## src/rtl/fp12_mul_unit_if.sv

```systemverilog
// Operand/product bundle for the FP12 multiplier.
// The master drives both operands; the slave returns the product.
interface fp12_mul_unit_if #(
    parameter int W = 12
);
    logic [W-1:0] in1;
    logic [W-1:0] in2;
    logic [W-1:0] out;

    modport master (output in1, output in2, input out);
    modport slave  (input in1, input in2, output out);
endinterface

```

## src/rtl/fp12_mul_unit.sv

```systemverilog
// FP12 multiplier: sign | 3-bit exponent (bias 3) | 8-bit fraction, RNE rounding, saturate/flush.
// Define FP12_MULT_OUT_REG_EN to register the product (1-cycle latency, async clear on rst).
module fp12_mul_unit #(
    parameter int EXP_W = 3,
    parameter int MAN_W = 8,
    parameter int BIAS  = 3
) (
    input  logic          clk,
    input  logic          rst,
    fp12_mul_unit_if.slave bus
);
    localparam int W  = 1 + EXP_W + MAN_W;
    localparam int SW = MAN_W + 1;
    localparam int PW = 2 * SW;
    localparam int EW = EXP_W + 3;
    localparam logic signed [EW-1:0] EXP_MAX = EW'((1 << EXP_W) - 1);
    localparam logic signed [EW-1:0] EXP_MIN = EW'(1);

    logic                    sign;
    logic                    zero_op;
    logic [EXP_W-1:0]        e1, e2;
    logic [SW-1:0]           sig_a, sig_b;
    logic [PW-1:0]           prod;
    logic                    norm;
    logic [MAN_W-1:0]        frac;
    logic                    guard, sticky, rnd_up;
    logic [SW-1:0]           rnd;
    logic signed [EW-1:0]    exp_s;
    logic [W-1:0]            res_c;

    always_comb begin
        sign    = bus.in1[W-1] ^ bus.in2[W-1];
        e1      = bus.in1[W-2:MAN_W];
        e2      = bus.in2[W-2:MAN_W];
        zero_op = (e1 == '0) || (e2 == '0);
        sig_a   = {1'b1, bus.in1[MAN_W-1:0]};
        sig_b   = {1'b1, bus.in2[MAN_W-1:0]};
        prod    = PW'(sig_a) * PW'(sig_b);
        norm    = prod[PW-1];

        if (norm) begin
            frac   = prod[PW-2:MAN_W+1];
            guard  = prod[MAN_W];
            sticky = |prod[MAN_W-1:0];
        end else begin
            frac   = prod[PW-3:MAN_W];
            guard  = prod[MAN_W-1];
            sticky = |prod[MAN_W-2:0];
        end

        // Ties go up only when the kept LSB is odd; rnd[MAN_W] is the carry out of the fraction.
        rnd_up = guard & (sticky | frac[0]);
        rnd    = {1'b0, frac} + SW'(rnd_up);
        exp_s  = EW'(e1) + EW'(e2) - EW'(BIAS) + EW'(norm) + EW'(rnd[MAN_W]);

        if (zero_op || (exp_s < EXP_MIN))
            res_c = {sign, {(W-1){1'b0}}};
        else if (exp_s > EXP_MAX)
            res_c = {sign, {(W-1){1'b1}}};
        else
            res_c = {sign, exp_s[EXP_W-1:0], rnd[MAN_W-1:0]};
    end

`ifdef FP12_MULT_OUT_REG_EN
    logic [W-1:0] out_q;

    always_ff @(posedge clk or posedge rst) begin
        if (rst)
            out_q <= '0;
        else
            out_q <= res_c;
    end

    assign bus.out = out_q;
`else
    logic unused_clk_rst;

    assign unused_clk_rst = clk ^ rst;
    assign bus.out        = res_c;
`endif
endmodule

```

## src/flat_wrapper.sv

```systemverilog
// flat-port wrapper written by rule: the top's interface ports become plain ports
module fp12_mul_unit_flat 
#(
    parameter int EXP_W = 3,
    parameter int MAN_W = 8,
    parameter int BIAS  = 3
)
  (clk, rst, bus_in1, bus_in2, bus_out);
  fp12_mul_unit_if bus_i ();
  input  logic clk;
  input  logic rst;
  input wire logic [$bits(bus_i.in1)-1:0] bus_in1;
  input wire logic [$bits(bus_i.in2)-1:0] bus_in2;
  output wire logic [$bits(bus_i.out)-1:0] bus_out;
  assign bus_i.in1 = bus_in1;
  assign bus_i.in2 = bus_in2;
  assign bus_out = bus_i.out;
  fp12_mul_unit #(.EXP_W(EXP_W), .MAN_W(MAN_W), .BIAS(BIAS)) u_core (.clk(clk), .rst(rst), .bus(bus_i));
endmodule
```

## config.mk

```make
export PLATFORM = sky130hd
export DESIGN_NAME = fp12_mul_unit_flat
export DESIGN_NICKNAME = d
export VERILOG_FILES = /design/src/rtl/fp12_mul_unit_if.sv /design/src/rtl/fp12_mul_unit.sv /design/src/flat_wrapper.sv
export SDC_FILE = /design/constraint.sdc
export NUM_CORES = 1
export LEC_CHECK = 0
export BUFFER_PORTS_ARGS = -buffer_cell sky130_fd_sc_hd__buf_2
export CORE_UTILIZATION = 50
export DETAILED_ROUTE_END_ITERATION = 7
export PLACE_DENSITY = 0.68
export SETUP_SLACK_MARGIN = 0.4
export SYNTH_ARGS = -nofsm -noshare
export SYNTH_HDL_FRONTEND = slang
export SYNTH_SLANG_ARGS = --single-unit
```

## constraint.sdc

```tcl
create_clock -name vclk -period 30.5
set_input_delay 6.1 -clock vclk [all_inputs]
set_output_delay 6.1 -clock vclk [all_outputs]
set_load 0.05 [all_outputs]
```

==> results.json, run 1 <==
{
  "status": "complete, but fails checks",
  "failed_checks": "design-rule violations",
  "timing.critical_path.from_type": "input port",
  "ys_seq_area_share_pct": 0,
  "syn_nets": 570,
  "cp.required_ns": 24.40,
  "hold_depth": 3,
  "finalCritPeriodShare_pct": 64.94,
  "worstHoldStart": "bus_in1[11]",
  "drc": 1,
  "vias": 2996,
  "syn-cell-area_um2": 3512,
  "ys_types": 56,
  "cts_resized": 0,
  "period_needed_ns": 19.81,
  "ant_nets": 0,
  "grt_max_degree": 15,
  "fmax_ghz": 0.05049,
  "path_buf_inv": 9,
  "fillerInstances": 651,
  "crit_fanout": 14,
  "final_max_slew_viol_count": 0,
  "yosys_warnings": 0,
  "ios": 38,
  "core_um2": 6794,
  "hold_viol": 0,
  "vias_per_cell": 5.293,
  "syn_area_per_cell_um2": 7.875,
  "critPathMaxStageDelay_ns": 0.54,
  "worstSetupPathDepth": 32,
  "final_nets": 596,
  "yosys.area.top_type_share_pct": 29.64,
  "crit_path_end_kind": "output pin",
  "netlist_instances": 446,
  "wl_per_cell_um": 12.79,
  "yosys.area.top_type": "fa_1",
  "synthTopCellsByArea": "fa_1 30%, ha_1 16%, inv_1 11%, and2_1 5.0%, nand2_1 4.9%",
  "cap_violations": 0,
  "grt_pass1_wl_mm": 13.62,
  "first_pass_iters": 6,
  "crit_path_top_delay_cell": "fa_1",
  "setup_viol": 0,
  "routabilityCongestion": 0.8298,
  "drt_iter0_drc": 114,
  "placementRows": 30,
  "hpwl_mm": 6.139,
  "io_buffers": 36,
  "ctsHoldBuffers": 0,
  "critPathTopFamily": "adder cells",
  "grt_overflow": 0,
  "die_w_um": 85.81,
  "setup_tns_ns": 0,
  "path_common_cell": "inv_1",
  "post_route_cells_drive_above_1_share_pct": 10.85,
  "syn2layout_area_growth_pct": 6.840,
  "wl_mm": 7.241,
  "grt_pass1_vias": 3053,
  "grtUsageTotal_pct": 22.21,
  "diodes": 0,
  "critPathKind": "in -> out",
  "cp.arrival_ns": 13.71,
  "tightestPinTransition_ns": 0.6937,
  "post_cts_buffers": 0,
  "fp.dieH_um": 85.81,
  "grt_setup_unrepaired": "no",
  "whs_endpoint": "bus_out[11]",
  "antenna_found_initial": 0,
  "seq_cell_count": 0,
  "clockBufferCount": 0,
  "initial_core_util_pct": 51.69,
  "slew_headroom_pct": 52.55,
  "hold_class": "in -> out",
  "register_area_um2": 0,
  "die_area_um2": 7363
}
## area by class of cell
cell class,instances,area (um2),share of cell area [%]
multi-input combinational,329,3052,81.33
inverter,104,392.9,10.47
tap,96,120.1,3.201
timing repair buffer,37,187.7,5.002
## synthesized netlist by cell type, types with 2 or more instances
| master | number |
|---|---|
| and3_1 | 2 |
| inv_1 | 103 |
| o21ai_0 | 10 |
| a21o_1 | 4 |
| nand2b_1 | 3 |
| ha_1 | 46 |
| nand3b_1 | 3 |
| a211oi_1 | 3 |
| mux2i_1 | 2 |
| xnor2_1 | 11 |
| nor2_1 | 17 |
| a2111oi_0 | 2 |
| a31oi_1 | 3 |
| nand3_1 | 5 |
| and2_1 | 28 |
| nand4_1 | 6 |
| buf_6 | 2 |
| a311oi_1 | 3 |
| or3_1 | 2 |
| nor3_1 | 11 |
| clkbuf_1 | 10 |
| fa_1 | 52 |
| o211ai_1 | 4 |
| a21oi_1 | 22 |
| o21a_1 | 5 |
| or2_2 | 3 |
| xor2_1 | 6 |
| o2111ai_1 | 2 |
| nor2b_1 | 3 |
| nand2_1 | 46 |
| o21bai_1 | 2 |
## per-layer routing
layer / global-route usage [%] / up-vias / part of all wire, %
li1: - / 1490 / -
met4: 2.121 / 0 / 0.55
met3: 0.1925 / 4 / 2.2
met5: 0 / - / 0
met1: 30.85 / 1463 / 46
met2: 40.44 / 39 / 51
## through the flow
stage	area, um2	util [%]	instances	worst slack (ns)	hold WS [ns]
after floorplan	3512	-	446	10.52	12.42
after global placement	3752	55.23	566	10.78	12.53
after detailed placement	3752	55.23	566	10.70	12.53
after CTS	3752	55.23	566	10.69	12.53
after global routing	3752	55.23	566	10.10	12.55
final	3752	55.23	566	10.69	12.53
## kinds of logic (layout without fill, tap and decap cells)
family,count (synthesis),count (layout),share of synthesized area (%)
AND/OR/NAND/NOR,136,136,19.91
buffers and inverters,117,141,13.11
adder cells (fa/ha/maj),98,98,46.03
AO/OA/AOI/OAI,75,75,15.82
XOR/XNOR,17,17,4.239
multiplexers,3,3,0.8906
## how the worst max path moves through the flow
stage | slack, ns | endpoint | startpoint
2_1_floorplan | 10.52 | bus_out[5] | bus_in1[3]
3_3_place_gp | 10.78 | bus_out[5] | bus_in2[5]
3_5_place_dp | 10.70 | bus_out[5] | bus_in2[5]
4_1_cts | 10.69 | bus_out[5] | bus_in2[5]
5_1_grt | 10.10 | bus_out[5] | bus_in2[7]
6_report | 10.69 | bus_out[5] | bus_in1[2]
## placed cells by master (no fill, tap or decap), drive strengths merged, types with 2 or more instances in the layout
cell type  synthesis  layout
a21o               4       4
or3                2       2
inv              104     104
nand2b             3       3
o21a               5       5
nor2b              3       3
nand4              6       6
and2              29      29
and3               2       2
mux2i              2       2
a2111oi            4       4
ha                46      46
fa                52      52
o2111ai            2       2
buf                3      37
o21bai             2       2
o211ai             6       6
a21oi             23      23
xnor2             11      11
a311oi             3       3
xor2               6       6
o21ai             11      11
nor2              17      17
nand3b             3       3
nor3              11      11
or2                3       3
a31oi              3       3
nand3              5       5
a211oi             3       3
nand2             46      46
Power of run 1 is not shown: default switching activity piles up to over one toggle a cycle in this logic, so the estimate is an artifact.
==> inputs of run 2 (changes only) <==
==> constraint.sdc (replaced) <==
create_clock -name vclk -period 18.55
set_input_delay 3.71 -clock vclk [all_inputs]
set_output_delay 3.71 -clock vclk [all_outputs]
set_load 0.05 [all_outputs]
==> run 2 against run 1 <==
Against the previous run:
- the flow now finishes without violations
- sequential share of layout area unchanged
- design area is the same
- first-iteration DRC count grew 22%
- non-clock buffer count did not move
- sequential cell count unchanged
- critical path depth stayed put
- setup slack worse by 7.2 ns
- via count fell by 0.53%
- critical path type unchanged
==> results.json, run 2 (synthesis gave the netlist of run 1 again) <==
{
  "final_nets": 596,
  "hold_viol": 0,
  "placementRows": 30,
  "status": "complete, no violations",
  "clockBufferCount": 0,
  "wl_mm": 7.432,
  "period_needed_ns": 15.04,
  "register_area_um2": 0,
  "routabilityCongestion": 0.8284,
  "fmax_ghz": 0.06648,
  "core_um2": 6794,
  "ctsHoldBuffers": 0,
  "post_cts_buffers": 0,
  "cp.arrival_ns": 11.33,
  "finalCritPeriodShare_pct": 81.10,
  "slew_headroom_pct": 54.34,
  "fillerInstances": 669,
  "setup_tns_ns": 0,
  "grt_pass1_wl_mm": 13.63,
  "syn2layout_area_growth_pct": 6.840,
  "most-common-layout-cells": "103 x inv_1, 52 x fa_1, 46 x nand2_1, 46 x ha_1, 36 x buf_2",
  "grt_setup_unrepaired": "no",
  "critPathKind": "in -> out",
  "final_common_cell": "inv_1",
  "cap_violations": 0,
  "final_max_slew_viol_count": 0,
  "vias": 2980,
  "path_common_cell": "inv_1",
  "initial_core_util_pct": 51.69,
  "hpwl_mm": 6.307,
  "critPathMaxStageDelay_ns": 0.56,
  "first_pass_iters": 4,
  "crit_path_top_delay_cell": "fa_1",
  "crit_path_end_kind": "output pin",
  "die_area_um2": 7363,
  "drc": 0,
  "multi_input_area_um2": 3052,
  "die_w_um": 85.81,
  "fp.dieH_um": 85.81,
  "io_buffers": 36,
  "drt_iter0_drc": 139,
  "cts_resized": 0,
  "timing.critical_path.from_type": "input port",
  "tightestPinTransition_ns": 0.6676,
  "ant_nets": 0,
  "grt_pass1_vias": 3124,
  "diodes": 0,
  "cp.required_ns": 14.84,
  "vias_per_cell": 5.265,
  "fin_cells": 566,
  "antenna_found_initial": 0,
  "setup_viol": 0,
  "wl_per_cell_um": 13.13,
  "placed_cells": 566,
  "grt_max_degree": 15,
  "ios": 38,
  "post_route_cells_drive_above_1_share_pct": 10.85,
  "seq_cell_count": 0,
  "hold_class": "in -> out",
  "grtUsageTotal_pct": 22.14,
  "crit_fanout": 14,
  "grt_overflow": 0
}
run 2: cell counts in the layout (fill, tap and decap cells not counted):
No cell type changed its count.
run 2: path summary, 6_finish.rpt:
check	end	slack (ns)	depth (start not counted)	startpoint
max	bus_out[5]	3.51	32	bus_in1[2]
min	bus_out[11]	7.75	3	bus_in1[11]
run 2: worst max-delay path: cells and delay by family:
kind / cells / cell delay, ns
adders and majority gates: 8 / 3.40
and+or+nand+nor: 6 / 1.16
buffers and inverters: 9 / 1.09
AOI/OAI and AO/OA: 9 / 1.97
run 2: stage by stage:
| stage | instance area, um2 | hold slack, ns | utilization (%) | setup WS, ns |
|---|---|---|---|---|
| after floorplan | 3512 | 7.639 | - | 3.345 |
| after global placement | 3752 | 7.752 | 55.23 | 3.621 |
| after detailed placement | 3752 | 7.752 | 55.23 | 3.502 |
| after CTS | 3752 | 7.752 | 55.23 | 3.485 |
| after global routing | 3752 | 7.762 | 55.23 | 2.957 |
| final | 3752 | 7.751 | 55.23 | 3.507 |
run 2: area by class of cell:
class,count,area share [%]
multi-input combinational,329,81.33
inverter,104,10.47
timing repair buffer,37,5.002
tap,96,3.201
run 2: layer usage:
| metal | vias up | GRT usage (%) | share of wire (%) |
|---|---|---|---|
| met3 | 4 | 1.155 | 3.2 |
| met5 | - | 0 | 0 |
| li1 | 1492 | - | - |
| met4 | 0 | 1.061 | 0.55 |
| met1 | 1429 | 29.92 | 45 |
| met2 | 55 | 41.09 | 51 |
Power of run 2 is left out for the same reason.
